<file path="src/rtl/sdes_decrypt_seq.sv">
// Sequential S-DES decryptor: one shared fK stage run with K2 then K1.
// Accept -> RND1 -> RND2 -> DONE; out_valid is held in DONE until out_ready.
module sdes_decrypt_seq (
  input  logic       clk,
  input  logic       rst_n,
  input  logic [9:0] key,
  input  logic [7:0] cipher,
  input  logic       in_valid,
  output logic       in_ready,
  output logic [7:0] plaintext,
  output logic       out_valid,
  input  logic       out_ready
);

  typedef enum logic [1:0] {S_IDLE, S_RND1, S_RND2, S_DONE} state_t;

  // S-box tables packed as 16 x 2-bit entries, index = {row, col}
  localparam logic [31:0] S0_TAB = {2'd2, 2'd3, 2'd1, 2'd3, 2'd3, 2'd1, 2'd2, 2'd0,
                                    2'd0, 2'd1, 2'd2, 2'd3, 2'd2, 2'd3, 2'd0, 2'd1};
  localparam logic [31:0] S1_TAB = {2'd3, 2'd0, 2'd1, 2'd2, 2'd0, 2'd1, 2'd0, 2'd3,
                                    2'd3, 2'd1, 2'd0, 2'd2, 2'd3, 2'd2, 2'd1, 2'd0};

  function automatic logic [1:0] sbox(input logic [31:0] tab, input logic [3:0] n);
    logic [4:0] idx;
    idx = {n[3], n[0], n[2], n[1], 1'b0};
    return tab[idx +: 2];
  endfunction

  function automatic logic [7:0] fk(input logic [3:0] l, input logic [3:0] r,
                                    input logic [7:0] k);
    logic [7:0] e;
    logic [3:0] s;
    e = {r[0], r[3], r[2], r[1], r[2], r[1], r[0], r[3]} ^ k;
    s = {sbox(S0_TAB, e[7:4]), sbox(S1_TAB, e[3:0])};
    return {l ^ {s[2], s[0], s[1], s[3]}, r};
  endfunction

  state_t     r_state, w_state_nxt;
  logic [3:0] r_l, r_r, w_l_nxt, w_r_nxt;
  logic [7:0] r_k1, r_k2, w_k1_nxt, w_k2_nxt;
  logic [7:0] r_pt, w_pt_nxt;
  logic       r_ov, w_ov_nxt;

  logic [7:0] w_ip, w_k1_in, w_k2_in, w_rkey, w_f, w_ipinv;

  assign w_ip    = {cipher[6], cipher[2], cipher[5], cipher[7],
                    cipher[4], cipher[0], cipher[3], cipher[1]};
  assign w_k1_in = {key[9], key[3], key[1], key[6], key[2], key[7], key[0], key[4]};
  assign w_k2_in = {key[2], key[7], key[4], key[5], key[0], key[8], key[1], key[9]};

  // Decryption applies the subkeys in reverse order: K2 in RND1, K1 in RND2
  assign w_rkey  = (r_state == S_RND1) ? r_k2 : r_k1;
  assign w_f     = fk(r_l, r_r, w_rkey);
  assign w_ipinv = {w_f[4], w_f[7], w_f[5], w_f[3], w_f[1], w_f[6], w_f[0], w_f[2]};

  assign in_ready  = (r_state == S_IDLE);
  assign plaintext = r_pt;
  assign out_valid = r_ov;

  always_comb begin
    w_state_nxt = r_state;
    w_l_nxt     = r_l;
    w_r_nxt     = r_r;
    w_k1_nxt    = r_k1;
    w_k2_nxt    = r_k2;
    w_pt_nxt    = r_pt;
    w_ov_nxt    = r_ov;
    case (r_state)
      S_IDLE: begin
        if (in_valid) begin
          w_l_nxt     = w_ip[7:4];
          w_r_nxt     = w_ip[3:0];
          w_k1_nxt    = w_k1_in;
          w_k2_nxt    = w_k2_in;
          w_state_nxt = S_RND1;
        end
      end
      S_RND1: begin
        w_l_nxt     = r_r;
        w_r_nxt     = w_f[7:4];
        w_state_nxt = S_RND2;
      end
      S_RND2: begin
        w_pt_nxt    = w_ipinv;
        w_ov_nxt    = 1'b1;
        w_state_nxt = S_DONE;
      end
      S_DONE: begin
        if (out_ready) begin
          w_ov_nxt    = 1'b0;
          w_state_nxt = S_IDLE;
        end
      end
      default: begin
        w_ov_nxt    = 1'b0;
        w_state_nxt = S_IDLE;
      end
    endcase
  end

  always_ff @(posedge clk or negedge rst_n) begin
    if (!rst_n) begin
      r_state <= S_IDLE;
      r_l     <= 4'h0;
      r_r     <= 4'h0;
      r_k1    <= 8'h00;
      r_k2    <= 8'h00;
      r_pt    <= 8'h00;
      r_ov    <= 1'b0;
    end else begin
      r_state <= w_state_nxt;
      r_l     <= w_l_nxt;
      r_r     <= w_r_nxt;
      r_k1    <= w_k1_nxt;
      r_k2    <= w_k2_nxt;
      r_pt    <= w_pt_nxt;
      r_ov    <= w_ov_nxt;
    end
  end

endmodule

</file>
<file path="config.mk">
export PLATFORM = sky130hd
export DESIGN_NAME = sdes_decrypt_seq
export DESIGN_NICKNAME = d
export VERILOG_FILES = /design/src/rtl/sdes_decrypt_seq.sv
export SDC_FILE = /design/constraint.sdc
export NUM_CORES = 1
export LEC_CHECK = 0
export BUFFER_PORTS_ARGS = -buffer_cell sky130_fd_sc_hd__buf_4
export CAP_MARGIN = 20
export CORE_UTILIZATION = 45
export DETAILED_ROUTE_END_ITERATION = 10
export PLACE_DENSITY = 0.63
export SYNTH_ARGS = -nofsm -noshare
export SYNTH_HDL_FRONTEND = slang
export SYNTH_SLANG_ARGS = --single-unit
</file>
<file path="constraint.sdc">
create_clock -name clk -period 4.79 [get_ports clk]
set_input_delay 0.2395 -clock clk [delete_from_list [all_inputs] [get_ports clk]]
set_output_delay 0.2395 -clock clk [all_outputs]
set_load 0.05 [all_outputs]
</file>
==> results of run 1 <==
-- worst max-delay path, cell delays in order (launching register included) --
cell	delay (ns)
dfrtp_1	0.40
inv_1	0.12
ha_1	0.81
mux2i_1	0.29
xnor2_1	0.20
inv_1	0.11
ha_1	0.20
or2_2	0.30
mux2i_1	0.14
mux2i_1	0.13
xnor2_1	0.16
a21oi_1	0.08
-- repair_timing --
action,4_1_cts,5_1_grt
hold endpoints to repair,29,0
gates resized for setup,0,0
setup endpoints to repair,0,0
hold buffers,1,0
-- Yosys cell counts --
cell / n / area share
mux2_2: 15 / 0.10
o22ai_1: 1 / 0.0037
o21ai_0: 6 / 0.018
a21o_1: 1 / 0.0045
buf_1: 1 / 0.0022
ha_1: 7 / 0.052
nand2b_1: 1 / 0.0037
dfrtp_1: 29 / 0.43
clkbuf_1: 3 / 0.0067
o32a_1: 1 / 0.0060
a21boi_0: 1 / 0.0045
inv_1: 6 / 0.013
mux2i_1: 22 / 0.13
nand2_1: 14 / 0.031
a21oi_1: 8 / 0.024
nor2b_1: 1 / 0.0037
or2_2: 1 / 0.0037
xor2_1: 2 / 0.010
nor3b_1: 6 / 0.027
o2bb2ai_2: 1 / 0.0090
xnor2_2: 2 / 0.019
xnor2_1: 8 / 0.042
or3b_1: 1 / 0.0052
nor4bb_1: 1 / 0.0060
buf_2: 1 / 0.0030
buf_6: 1 / 0.0067
or3_1: 1 / 0.0037
nor3_1: 2 / 0.0060
nor2_1: 7 / 0.016
-- cell type report --
cell class | count | area share
sequential | 29 | 0.358
inverter | 6 | 0.0111
clock buffer | 8 | 0.0395
timing repair buffer | 33 | 0.123
multi-input combinational | 110 | 0.440
tap | 46 | 0.0284
-- layout by cell type, fill, tap and decap left out, drive strengths merged --
master / count
mux2i: 22
ha: 7
dfrtp: 29
nor3b: 6
or2: 1
nor3: 2
o21ai: 6
nand2b: 1
mux2: 15
a21boi: 1
buf: 32
xnor2: 10
nor2: 7
xor2: 2
or3: 1
nor2b: 1
clkbuf: 8
or3b: 1
o22ai: 1
nor4bb: 1
dlygate4sd3: 1
o2bb2ai: 1
a21o: 1
nand2: 14
o32a: 1
a21oi: 8
inv: 6
-- worst max path at each step --
stage / from / end / slack, ns / cells after the start
2_1_floorplan: r_state[1] / plaintext[2] / 2.35 / 13
6_report: r_state[1] / plaintext[2] / 1.71 / 11
3_3_place_gp: r_state[1] / plaintext[2] / 1.85 / 11
4_1_cts: r_state[1] / plaintext[2] / 1.69 / 11
5_1_grt: r_state[1] / plaintext[2] / 1.43 / 11
3_5_place_dp: r_state[1] / plaintext[2] / 1.68 / 11
-- cell families after synthesis --
kind of cell,count (synthesis),synth area share
AO/OA/AOI/OAI,19,0.0697
XOR/XNOR,12,0.0719
adder cells (fa/ha/maj),7,0.0524
buffers and inverters,12,0.0322
flip-flops,29,0.434
multiplexers,37,0.233
AND/OR/NAND/NOR,35,0.106
-- metrics by stage --
step | setup slack, ns | cell area [um^2] | cells
after global routing | 1.43 | 2030 | 232
final | 1.71 | 2030 | 232
after floorplan | 2.35 | 1670 | 151
after CTS | 1.69 | 2030 | 232
after detailed placement | 1.68 | 1940 | 223
after global placement | 1.85 | 1940 | 223
-- flip-flops by register name (all words and copies together), names as in the netlist --
register	cells
plaintext	8
out_valid	1
r_k2	3
r_state	2
r_l	4
r_r	4
r_k1	7
-- layer usage --
| layer | wire (um) | part of all wire | up-vias |
|---|---|---|---|
| li1 | - | - | 588 |
| met1 | 1420 | 0.44 | 575 |
| met2 | 1590 | 0.49 | 36 |
| met3 | 169 | 0.052 | 7 |
| met4 | 56 | 0.017 | 0 |
| met5 | 0 | 0 | - |
==> impl_metrics.csv, run 1 <==
group,metric,value,unit
floorplanning,rows,21,
timing,worst_slew_pin_slew,0.967,ns
timing,finalHoldViolCount,0,
global_routing,grt_antenna_before_repair,0,
worst_setup_path,ff2ff_setup_slack,1.71,ns
timing,min_period,3.08,ns
synthesis,ys_seq_area_frac,0.434,
clock_tree,numCtsBuffers,5,
synthesis,syn-cell-area,1670,um^2
hold_path,min_to,"out_valid",
global_routing,grt_start_max_net_pins,30,
timing,fin_tns_setup,0,ns
timing,rsz0062_at_grt,"false",
worst_setup_path,crit_required,4.93,ns
timing,finClkSkew,0.00505,ns
synthesis,ys_types,29,
synthesis,syn_nets,180,
clock_tree,insertion_delay,0.28,ns
worst_setup_path,crit_path_end_kind,"flop",
worst_setup_path,crit_type,"flop to flop",
floorplanning,die_h,62.9,um
timing,post-route-period-util,0.643,
job,maxCapViolations,0,
worst_setup_path,start_kind,"flop",
worst_setup_path,crit_arrival,3.22,ns
hold_path,holdPathStages,2,
drt,vias,1206,
worst_setup_path,r2r-end,"plaintext[2]",
drt,routed_wl,3.24,mm
layout,seqCellArea,726,um^2
floorplanning,die-area,3960,um^2
timing,whs,0.166,ns
synthesis,yosysWarnings,0,
hold_path,holdCritPathClass,"primary input to flop",
placed_design,io_buffers,31,
timing,slew_violations,0,
synthesis,avgSynthCellArea,11.1,um^2
global_routing,grt_pass1_vias,1252,
drt,firstDrtPassIters,4,
clock_tree,cts-root-buf,"clkbuf_8",
layout,fin_util,0.589,
floorplanning,ioPinCount,32,
worst_setup_path,r2r.worst_path.cells,11,
run_status,status,"finished clean",
clock_tree,clock_path_buffers,2,
layout,n_antenna_cell,0,
floorplanning,initial_core_util,0.485,
global_routing,grt_pass1_wl,5.68,mm
floorplanning,die_w,62.9,um
global_routing,grtUsageTotal,0.187,
drt,wire_per_inst,14.0,um
layout,area_delta_synth_final,21.3,%
worst_setup_path,crit_path_max_fanout,23,
synthesis,postSynthCellCount,151,
clock_tree,cts_tree,"yes",
clock_tree,path_clk_slew,0.06,ns
drt,drt_iter0_drc,54,
global_routing,met3_usage,0.0511,
layout,drive_gt1_frac,0.301,
clock_tree,cts.sinks,29,
drt,route.detailed.drc,0,
timing,setup_viol,0,
hold_path,min_from,"out_ready",
synthesis,ys_ff_latch,29,
layout,n_fill_cell,304,
timing,fmax,324,MHz
drt,ant_nets,0,
floorplanning,core,3440,um^2
global_routing,gr-total-overflow,0,
global_routing,top_usage_layer,"met2",
drt,vias_per_cell,5.20,
placed_design,hpwl,2.36,mm
clock_tree,post_cts_buffers,0,
layout,nets,214,
global_routing,met2_usage,0.313,
timing,relSlewSlack,0.356,
worst_setup_path,r2r-start,"r_state[1]",
layout,multiInputGateArea,891,um^2
clock_tree,cts_max_level,2,
placed_design,gp_congestion,0.706,
global_routing,grtUsageMet1,0.222,
Power of run 1 is not shown: default switching activity piles up to over one toggle a cycle in this logic, so the estimate is an artifact.
==> run 2, diff against run 1 <==
--- a/config.mk
+++ b/config.mk
@@ -9,7 +9,7 @@
 export CAP_MARGIN = 20
 export CORE_UTILIZATION = 45
 export DETAILED_ROUTE_END_ITERATION = 10
-export PLACE_DENSITY = 0.63
+export PLACE_DENSITY = 0.66
 export SYNTH_ARGS = -nofsm -noshare
 export SYNTH_HDL_FRONTEND = slang
 export SYNTH_SLANG_ARGS = --single-unit
==> constraint.sdc (replaced) <==
create_clock -name clk -period 2.6 [get_ports clk]
set_input_delay 0.13 -clock clk [delete_from_list [all_inputs] [get_ports clk]]
set_output_delay 0.13 -clock clk [all_outputs]
set_load 0.05 [all_outputs]
==> run 2 against run 1 <==
Cell area grew 3.0%. Critical path depth shrank 1. Worst hold slack lost 0.11 ns. Wire length grew 1.2%. Highest routed layer unchanged.
==> impl_metrics.csv, run 2 (synthesis gave the netlist of run 1 again) <==
group,metric,value,unit
worst_setup_path,ff2ff_setup_slack,0.18,ns
layout,final_common_cell,"buf_4",
timing,relSlewSlack,0.640,
clock_tree,clock_path_buffers,2,
run_status,status,"finished clean",
job,maxCapViolations,0,
global_routing,grt_pass1_vias,1248,
worst_setup_path,r2r-end,"plaintext[2]",
clock_tree,numCtsBuffers,5,
drt,vias_per_cell,5.23,
drt,ant_nets,0,
worst_setup_path,crit_path_end_kind,"flop",
drt,wire_per_inst,14.1,um
drt,wl_met3,128,um
worst_setup_path,crit_type,"flop to flop",
placed_design,place_inst,225,
clock_tree,cts_tree,"yes",
layout,fin_util,0.606,
timing,rsz0062_at_grt,"false",
worst_setup_path,r2r.worst_path.cells,10,
floorplanning,core,3440,um^2
floorplanning,die_w,62.9,um
layout,layout.cells.non_filler,233,
drt,vias,1218,
placed_design,hpwl,2.43,mm
hold_path,min_from,"out_ready",
worst_setup_path,crit_arrival,2.56,ns
layout,largest_reg_flops,8,
global_routing,grt_start_max_net_pins,30,
timing,worst_slew_pin_slew,0.540,ns
placed_design,io_buffers,31,
global_routing,grt_antenna_before_repair,0,
layout,multiInputGateArea,930,um^2
worst_setup_path,r2r-start,"r_state[0]",
drt,route.detailed.drc,0,
floorplanning,initial_core_util,0.485,
timing,fmax,413,MHz
layout,drive_gt1_frac,0.348,
timing,setup_viol,0,
timing,slew_violations,0,
clock_tree,cts-root-buf,"clkbuf_8",
clock_tree,insertion_delay,0.28,ns
floorplanning,rows,21,
layout,n_antenna_cell,0,
worst_setup_path,crit_required,2.73,ns
worst_setup_path,start_kind,"flop",
floorplanning,die_h,62.9,um
layout,area_delta_synth_final,24.9,%
drt,dr_wl_met2,1.72,mm
timing,post-route-period-util,0.932,
drt,top_layer,"met4",
timing,min_period,2.42,ns
clock_tree,path_clk_slew,0.06,ns
timing,fin_tns_setup,0,ns
drt,drt_iter0_drc,27,
worst_setup_path,crit_chain,"ha_2, mux2i_4, xnor2_2, inv_1, ha_1, or2_2, mux2i_1, mux2i_2, xnor2_1, a21oi_1",
global_routing,grtUsageTotal,0.185,
global_routing,gr-total-overflow,0,
global_routing,grt_pass1_wl,5.44,mm
drt,firstDrtPassIters,4,
timing,whs,0.0597,ns
layout,mostFrequentLayoutCells,"buf_4 (34), dfrtp_1 (29), mux2i_1 (20)",
timing,finClkSkew,0.00436,ns
layout,nets,216,
drt,met1_length,1.38,mm
layout,n_fill_cell,301,
worst_setup_path,crit_path_max_fanout,5,
floorplanning,die-area,3960,um^2
timing,finalHoldViolCount,0,
hold_path,min_to,"out_valid",
hold_path,holdCritPathClass,"primary input to flop",
floorplanning,ioPinCount,32,
worst_setup_path,cp_slowest_cell,"dfrtp_1",
clock_tree,cts_max_level,2,
hold_path,holdPathStages,2,
clock_tree,cts.sinks,29,
worst_setup_path,max_stage_delay,0.47,ns
placed_design,gp_congestion,0.777,
drt,routed_wl,3.28,mm
layout,seqCellArea,726,um^2
[run 2: cell types whose count changed in the layout (fill, tap and decap cells not counted), sizes merged]
cell	delta
clkbuf	-1
buf	+2
[run 2: stage by stage]
stage / worst slack (ns) / cell area (um^2)
floorplan: 0.163 / 1670
CTS: 0.0355 / 2050
global route: 0.00775 / 2090
finish: 0.176 / 2090
detailed placement: 0.0384 / 1950
global placement: 0.134 / 1950
[run 2: layout make-up]
cell class              count  area share
multi-input cells         110       0.445
repair buffers             35       0.127
flip-flops and latches     29       0.348
well taps                  46      0.0276
clock buffers               7      0.0414
inverters                   6      0.0108
[run 2: metal layers]
| layer | vias up | GRT usage |
|---|---|---|
| li1 | 593 | - |
| met3 | 6 | 0.0639 |
| met4 | 0 | 0.0959 |
| met1 | 596 | 0.198 |
| met2 | 23 | 0.317 |
| met5 | - | 0 |
[run 2: worst max path at each step]
stage | start | to | depth (start not counted)
finish | r_state[0] | plaintext[2] | 10
global route | r_state[0] | plaintext[2] | 10
CTS | r_state[1] | plaintext[2] | 11
detailed placement | r_state[1] | plaintext[2] | 11
global placement | r_state[1] | plaintext[2] | 11
floorplan | r_state[1] | plaintext[2] | 13
[run 2: timing repair]
action	4_1_cts	5_1_grt
buffers inserted	0	0
hold buffers	1	0
hold endpoints to repair	29	0
cloned	0	0
pin swaps	0	0
endpoints found under the setup margin	2	2
resized for setup	1	7
[run 2: critical path: cells and delay by family, from the launching register on]
family / cells / cell delay (ns)
flops: 1 / 0.47
compound gates: 1 / 0.08
buf+inv: 1 / 0.07
simple gates: 1 / 0.29
fa+ha+maj: 2 / 0.49
xor+xnor: 2 / 0.31
mux: 3 / 0.56
Power of run 2 is left out for the same reason.
